`src/rtl/riscv_package.sv`:
```
// Shared RV32 types, extended with the operation and state encodings
// used by the iterative divider.
package riscv_package;

    typedef logic [31:0] word_t;
    typedef logic [4:0]  register_address_t;

    typedef enum logic [1:0] {
        DIV  = 2'd0,
        DIVU = 2'd1,
        REM  = 2'd2,
        REMU = 2'd3
    } divide_operation_t;

    typedef enum logic [1:0] {
        IDLE = 2'd0,
        BUSY = 2'd1,
        DONE = 2'd2
    } divide_state_t;

    function automatic word_t negate(input word_t value);
        return ~value + 32'd1;
    endfunction

endpackage

```
`src/rtl/divide_unit.sv`:
```
// Iterative radix-2 restoring divider for RV32M DIV/DIVU/REM/REMU.
// One quotient bit per cycle on magnitudes, sign fixed up on the last step.
module divide_unit
    import riscv_package::*;
(
    input  logic              clk,
    input  logic              reset_n,
    input  logic              flush,
    input  logic              start_valid,
    output logic              start_ready,
    input  divide_operation_t operation,
    input  word_t             dividend,
    input  word_t             divisor,
    input  register_address_t destination,
    output logic              result_valid,
    input  logic              result_ready,
    output word_t             result,
    output register_address_t result_destination
);

    divide_state_t     state, next_state;
    logic [4:0]        counter;
    logic              is_rem_q, negate_quotient, negate_remainder;
    word_t             divisor_q, quotient_q;
    logic [32:0]       partial_q;
    register_address_t destination_q;
    word_t             result_q;
    register_address_t result_destination_q;

    logic        accept, is_signed, is_rem, divide_by_zero, overflow, special;
    word_t       special_result, dividend_abs, divisor_abs;
    logic [32:0] shifted, difference, next_partial;
    logic        quotient_bit;
    word_t       next_quotient, final_quotient, final_remainder;

    // Request decode and special cases, resolved at the accept edge
    always_comb begin
        accept         = start_valid && start_ready && !flush;
        is_signed      = (operation == DIV) || (operation == REM);
        is_rem         = (operation == REM) || (operation == REMU);
        divide_by_zero = (divisor == 32'd0);
        overflow       = is_signed && (dividend == 32'h8000_0000) && (divisor == 32'hFFFF_FFFF);
        special        = divide_by_zero || overflow;
        if (divide_by_zero)
            special_result = is_rem ? dividend : 32'hFFFF_FFFF;
        else
            special_result = is_rem ? 32'd0 : 32'h8000_0000;
        dividend_abs = (is_signed && dividend[31]) ? negate(dividend) : dividend;
        divisor_abs  = (is_signed && divisor[31])  ? negate(divisor)  : divisor;
    end

    // The dividend shifts out of quotient_q MSB first as quotient bits shift in
    always_comb begin
        shifted         = {partial_q[31:0], quotient_q[31]};
        difference      = shifted - {1'b0, divisor_q};
        quotient_bit    = ~difference[32];
        next_partial    = quotient_bit ? difference : shifted;
        next_quotient   = {quotient_q[30:0], quotient_bit};
        final_quotient  = negate_quotient  ? negate(next_quotient)      : next_quotient;
        final_remainder = negate_remainder ? negate(next_partial[31:0]) : next_partial[31:0];
    end

    always_ff @(posedge clk or negedge reset_n) begin
        if (!reset_n)
            state <= IDLE;
        else
            state <= next_state;
    end

    always_comb begin
        next_state = state;
        if (flush) begin
            next_state = IDLE;
        end else begin
            case (state)
                IDLE:    if (accept) next_state = special ? DONE : BUSY;
                BUSY:    if (counter == 5'd31) next_state = DONE;
                DONE:    if (result_ready) next_state = IDLE;
                default: next_state = IDLE;
            endcase
        end
    end

    always_comb begin
        start_ready        = (state == IDLE);
        result_valid       = (state == DONE);
        result             = result_q;
        result_destination = result_destination_q;
    end

    always_ff @(posedge clk or negedge reset_n) begin
        if (!reset_n) begin
            counter              <= 5'd0;
            is_rem_q             <= 1'b0;
            negate_quotient      <= 1'b0;
            negate_remainder     <= 1'b0;
            divisor_q            <= 32'd0;
            quotient_q           <= 32'd0;
            partial_q            <= 33'd0;
            destination_q        <= 5'd0;
            result_q             <= 32'd0;
            result_destination_q <= 5'd0;
        end else if (flush) begin
            counter <= 5'd0;
        end else if (accept) begin
            counter          <= 5'd0;
            is_rem_q         <= is_rem;
            negate_quotient  <= is_signed && (dividend[31] ^ divisor[31]);
            negate_remainder <= is_signed && dividend[31];
            divisor_q        <= divisor_abs;
            quotient_q       <= dividend_abs;
            partial_q        <= 33'd0;
            destination_q    <= destination;
            if (special) begin
                result_q             <= special_result;
                result_destination_q <= destination;
            end
        end else if (state == BUSY) begin
            counter    <= counter + 5'd1;
            partial_q  <= next_partial;
            quotient_q <= next_quotient;
            if (counter == 5'd31) begin
                result_q             <= is_rem_q ? final_remainder : final_quotient;
                result_destination_q <= destination_q;
            end
        end
    end

endmodule

```
`config.mk`:
```
export PLATFORM = sky130hd
export DESIGN_NAME = divide_unit
export DESIGN_NICKNAME = d
export VERILOG_FILES = /design/src/rtl/riscv_package.sv /design/src/rtl/divide_unit.sv
export SDC_FILE = /design/constraint.sdc
export NUM_CORES = 1
export LEC_CHECK = 0
export ABC_AREA = 1
export CORE_MARGIN = 2
export CORE_UTILIZATION = 45
export CTS_BUF_LIST = sky130_fd_sc_hd__clkbuf_4 sky130_fd_sc_hd__clkbuf_8
export CTS_CLUSTER_SIZE = 30
export DETAILED_ROUTE_END_ITERATION = 12
export DONT_BUFFER_PORTS = 1
export SLEW_MARGIN = 20
export SYNTH_ARGS = -nofsm -noshare
export SYNTH_HDL_FRONTEND = slang
export SYNTH_SLANG_ARGS = --single-unit
```
`constraint.sdc`:
```
create_clock -name clk -period 5.1 [get_ports clk]
set_clock_uncertainty 0.15 [all_clocks]
set_input_delay 1.02 -clock clk [delete_from_list [all_inputs] [get_ports clk]]
set_output_delay 1.02 -clock clk [all_outputs]
set_load 0.05 [all_outputs]
```
**Word level (Yosys, flattened, before mapping)**

Index checks and enable logic that the tools add are counted.

- Add/sub/neg operators: 6
- Muxes and demuxes: 30
- Equality and inequality tests: 11
- Bitwise operators: 7
- Reduce and logical (&&, ||, !) cells: 21

Operator list:

| cell | number |
|---|---|
| $mux 32 | 17 |
| $add 32x1->32 const B | 4 |
| $not 32->32 | 4 |
| $eq 32x32->1 const B | 2 |
| $mux 5 | 7 |
| $sub 33x32->33 | 1 |
| $logic_not 32->1 | 1 |
| $mux 2 | 5 |
| $logic_and 1x1->1 | 7 |
| $eq 2x2->1 const B | 3 |
| $ne 3x2->1 const B | 2 |
| $pmux 2 s3 | 1 |
| $add 5x1->5 const B | 1 |
| $eq 5x5->1 const B | 1 |
| $logic_not 2->1 | 2 |
| $reduce_and 2->1 | 2 |
| $reduce_and 4->1 | 1 |
| $reduce_bool 2->1 | 2 |
| $logic_or 1x1->1 | 3 |
| $ne 3x3->1 const B | 1 |
| $reduce_and 3->1 | 1 |
| $reduce_bool 3->1 | 1 |
| $eq 2x1->1 const B | 1 |
| $ne 2x1->1 const B | 1 |
| 3 further kinds | 4 |

- Register bits: 148
- Logic and storage cells: 86

**Depth between registers and ports, before layout**

- Depth after elaboration: 9
- Gate-level depth with buffers: 31
- Mapped depth without buffers: 29

**Least setup slack after synthesis**

Ideal clock, no wire load.

- Kind: reg2reg
- Start point: reg quotient_q[31]
- End point: reg result_q[28], in the netlist result[28]
- Path slack: 1.202 ns
- Clock period less this slack: 3.898 ns
- Data arrival time: 3.630 ns
- Stages on the path, launching flop included: 30
- Data required time: 4.832 ns
- Cell sequence: dfrtp_1 inv_1 ha_1 fa_1 inv_1 nand2_1 nand2_1 nand3_1 nand2_2 nand2_2 nand2_4 nand2_4 nand2_4 nand2_2 nand2_4 buf_6 buf_6 ha_1 inv_1 nor4_1 nand4_1 nor4_1 nand3_1 nor2_1 nor2_1 xor2_1 o21ai_0 nand2_1 nand2_1 nand2_1

- Cells in the longest elaborated chain, start to end: 9

Ends and longest elaborated chain:

| item | RTL line | source |
|---|---|---|
| start, declared | divide_unit.sv:24 | `word_t divisor_q, quotient_q;` |
| start signal, assigned | divide_unit.sv:111 | `quotient_q <= dividend_abs;` |
| start signal, assigned | divide_unit.sv:121 | `quotient_q <= next_quotient;` |
| $sub 33x32->33 | divide_unit.sv:55 | `difference = shifted - {1'b0, divisor_q};` |
| $mux 32 or $not 1->1 (tied branches) | divide_unit.sv:57, divide_unit.sv:56 |  |
| $not 32->32 | riscv_package.sv:22 | `return ~value + 32'd1;` |
| $add 32x1->32 | riscv_package.sv:22 |  |
| $mux 32, on equally long branches | divide_unit.sv:60, divide_unit.sv:59 |  |
| $mux 32 (*) | divide_unit.sv:123 | `result_q <= is_rem_q ? final_remainder : final_quotient;` |
| $mux 32 (*) | divide_unit.sv:122 | `if (counter == 5'd31) begin` |
| $mux 32 (*) | divide_unit.sv:118 | `end else if (state == BUSY) begin` |
| $mux 32 (*) | divide_unit.sv:105 | `end else if (accept) begin` |
| end signal, assigned | divide_unit.sv:115 | `result_q <= special_result;` |
| end signal, assigned | divide_unit.sv:123 |  |
| end, declared | divide_unit.sv:27 | `word_t result_q;` |

Mark *: on every way between the ends. The rest lies on a longest branch, timed or not. The select of a mux whose other input is x is not followed.
A chain may end at the register's enable or synchronous reset.

**Final worst setup path**

- Start point: reg quotient_q[31]
- End point: reg result_q[30], in the netlist result[30]

The elaborated chain is that of the path after synthesis.

==> flow_metrics.py <==
metrics = {
    "floorplan": {
        "ios": 115,
        "die-height_microns": 171,
        "initial_core_util_pct": 45.4,
        "rows": 61,
        "core_area_sq_um": 27600,
        "die_x_microns": 171,
        "dieArea_sq_um": 29200,
    },
    "layout": {
        "final_cells": 2320,
        "final_common_cell": "nand2_1",
        "final_core_util_pct": 47.9,
        "layout.nets": 2044,
        "final_cell_mix": "596 x nand2_1, 252 x inv_1, 163 x nor2_1, 148 x dfrtp_1, 141 x nand3_1",
        "area_delta_synth_final_pct": 5.70,
        "fillers": 2985,
        "finalInstanceArea_sq_um": 13200,
        "layout-drive-gt1-share_pct": 6.85,
    },
    "sta": {
        "finalCriticalPeriod_ns": 4.31,
        "fmax_mhz": 232,
        "whs_ns": 0.0978,
        "fin_tns_setup_ns": 0,
        "rsz0062_at_grt": "false",
        "fin_crit_sh_pct": 84.6,
        "maxSlewHeadroom_pct": 30.9,
        "worst_pin_slew_ns": 1.04,
        "report.final.slew_viol_count": 0,
        "setup_violations": 0,
        "finalHoldViolCount": 0,
    },
    "logic_synthesis": {
        "synth_enable_flop_cells": 0,
        "synth_cells": 1952,
        "yosysSeqAreaShare_pct": 29.6,
        "yosysTopAreaCell": "dfrtp_1",
        "synthTopCellsByArea": "dfrtp_1 30%, nand2_1 18%, inv_1 7.5%",
        "ys_ff_latch": 148,
        "yosysTopAreaCellShare_pct": 29.6,
        "yosysWarningCount": 0,
        "synth-main-ff-cell": "dfrtp_1",
        "syn_area_sq_um": 12500,
        "syn_area_per_cell_sq_um": 6.42,
        "synth_nets": 2068,
        "synth_cell_types": 52,
        "postSynth.asyncResetShare_pct": 100,
    },
    "placement": {
        "placed_cell_area_sq_um": 12900,
        "routabilityCongestion": 0.942,
        "dp.cells": 2287,
        "dp_hpwl_microns": 32200,
        "port_buffers": 0,
    },
    "global_route": {
        "gr-usage-met3_pct": 6.71,
        "grt_use_met2_pct": 43.5,
        "grt-ovfl-total": 0,
        "grt_max_degree": 149,
        "grt.busiest_layer": "met2",
        "grt_pass1_vias": 11800,
        "grt.total_usage_pct": 28.8,
        "met1_usage_pct": 40.6,
        "grt_antenna_before_repair": 1,
        "grt_first_pass_wirelength_microns": 64700,
    },
    "detailed_routing": {
        "drc": 0,
        "drtIter0Drc": 1029,
        "first_pass_iters": 5,
        "vias": 12600,
        "drt-total-wl_microns": 41300,
        "ant_nets": 0,
        "viasPerCell": 5.45,
        "routedWlPerCell_microns": 17.8,
    },
    "pwr": {
        "p_int_mw": 3.75,
        "clkPwrFrac_pct": 10.2,
        "ir_drop_v": 0.000280,
        "p_switching_mw": 5.18,
        "p_comb_share_pct": 62.8,
        "seq_power_share_pct": 27.0,
        "p_leak_nw": 6.70,
        "switching_share_pct": 58.0,
        "p_per_area_nw_per_um2": 674,
    },
    "critical_path": {
        "cp-start-kind": "flop",
        "cp-end-kind": "flop",
        "cp_max_fo": 4,
        "crit_type": "reg2reg",
        "critical_path_arrival_ns": 4.57,
        "required_ns": 5.36,
    },
    "clocking": {
        "cts_resized": 0,
        "cts_htree_levels": 4,
        "cts.clk_slew.worst_paths_ns": 0.09,
        "cts_hold_buf": 0,
        "postCtsSetupBuffers": 0,
        "cts.sinks": 148,
        "tritoncts": "yes",
        "cts_buffer_depth": 2,
        "clock_latency_ns": 0.48,
        "clock-root-buffer": "clkbuf_8",
        "cts_buffers": 17,
    },
    "outcome": {
        "run_status": "complete, no violations",
    },
    "run": {
        "max_cap_violations": 0,
    },
    "min_path": {
        "hold_class": "in2async",
    },
}
final timing paths:
kind | from | end | slack [ns] | depth (start not counted)
setup / recovery | quotient_q[31] | result[30] | 0.79 | 27
hold / removal | reset_n | divisor_q[15] | 0.1 | 0
setup reg to reg | quotient_q[31] | result[30] | 0.79 | 27
hold reg to reg | destination_q[2] | destination_q[2] | 0.32 | 2
max in group asynchronous | reset_n | result[8] | 4.37 | 0
min in group clk | destination_q[2] | destination_q[2] | 0.32 | 2
power groups by stage:
stage	combinational [mW]	sequential [mW]	clock, mW
6_report	5.61	2.41	0.911
5_1_grt	6.32	2.46	0.974
3_3_place_gp	5.51	2.43	0
3_5_place_dp	5.56	2.43	0
2_1_floorplan	4.34	2.28	0
4_1_cts	5.58	2.41	0.929
state kept, by name, indices dropped and copies added (netlist names):
name and cells:
divisor_q 32, is_rem_q 1, state 2, destination_q 5
result_destination 5, partial_q 32, negate_quotient 1, negate_remainder 1
result 32, counter 5, quotient_q 32
per-stage QoR:
step,power [mW],setup slack [ns]
5_1_grt,9.76,0.324
3_3_place_gp,7.94,0.942
6_report,8.93,0.786
3_5_place_dp,7.99,0.838
2_1_floorplan,6.62,1.20
4_1_cts,8.93,0.810
routing by layer:
metal  up-vias  part of all wire, %
met5         -                    0
met4         0                  2.8
met3        66                  7.9
met2       473                   44
met1      5788                   45
li1       6320                    -
logic make-up (layout without fill, tap and decap cells):
group | count (synthesis) | in the layout | share of synthesized area, %
other | 0 | 1 | 0
xor gates and xnor gates | 57 | 57 | 3.98
DFF | 148 | 148 | 29.6
AOI/OAI and AO/OA | 335 | 335 | 15.7
adders and majority gates | 40 | 40 | 4.05
buffers and inverters | 328 | 317 | 10.4
and+or+nand+nor | 1044 | 1044 | 36.4
critical path, cell delays in order, from the launching register on:
cell     delay, ns
dfrtp_1       0.37
inv_1         0.06
ha_1          0.20
fa_1          0.40
inv_1         0.11
nand2_1       0.07
nand2_1       0.09
nand3_1       0.08
nand2_2       0.11
nand2_2       0.07
nand2_4       0.09
nand2_4       0.08
nand2_4       0.08
nand2_2       0.09
nand2_4       0.09
ha_1          0.17
inv_1         0.07
nor4_1        0.33
nand4_1       0.20
nor4_1        0.38
nand3_1       0.20
nor2_1        0.17
a21oi_1       0.10
a21oi_1       0.14
o21ai_0       0.10
nand2_1       0.08
nand2_1       0.05
a21oi_1       0.13
layout make-up:
class	instances	area, sq um	share of cell area [%]
Multi-Input combinational cell	1476	7560	57.1
Sequential cell	148	3700	28.0
Inverter	266	998	7.54
Tap cell	378	473	3.57
Clock buffer	20	263	1.98
Timing Repair Buffer	19	143	1.08
Clock inverter	12	106	0.803
Antenna cell	1	2.50	0.0189
cells in the mapped netlist, types with 29 or more instances:
master	n
nand3_1	142
o221ai_1	35
nor3_1	31
o21ai_0	124
a21oi_1	86
nand2_1	596
nand4_1	29
ha_1	39
dfrtp_1	148
xor2_1	37
clkbuf_1	43
inv_1	252
nor2_1	165
(Power assumes the default switching activity.)
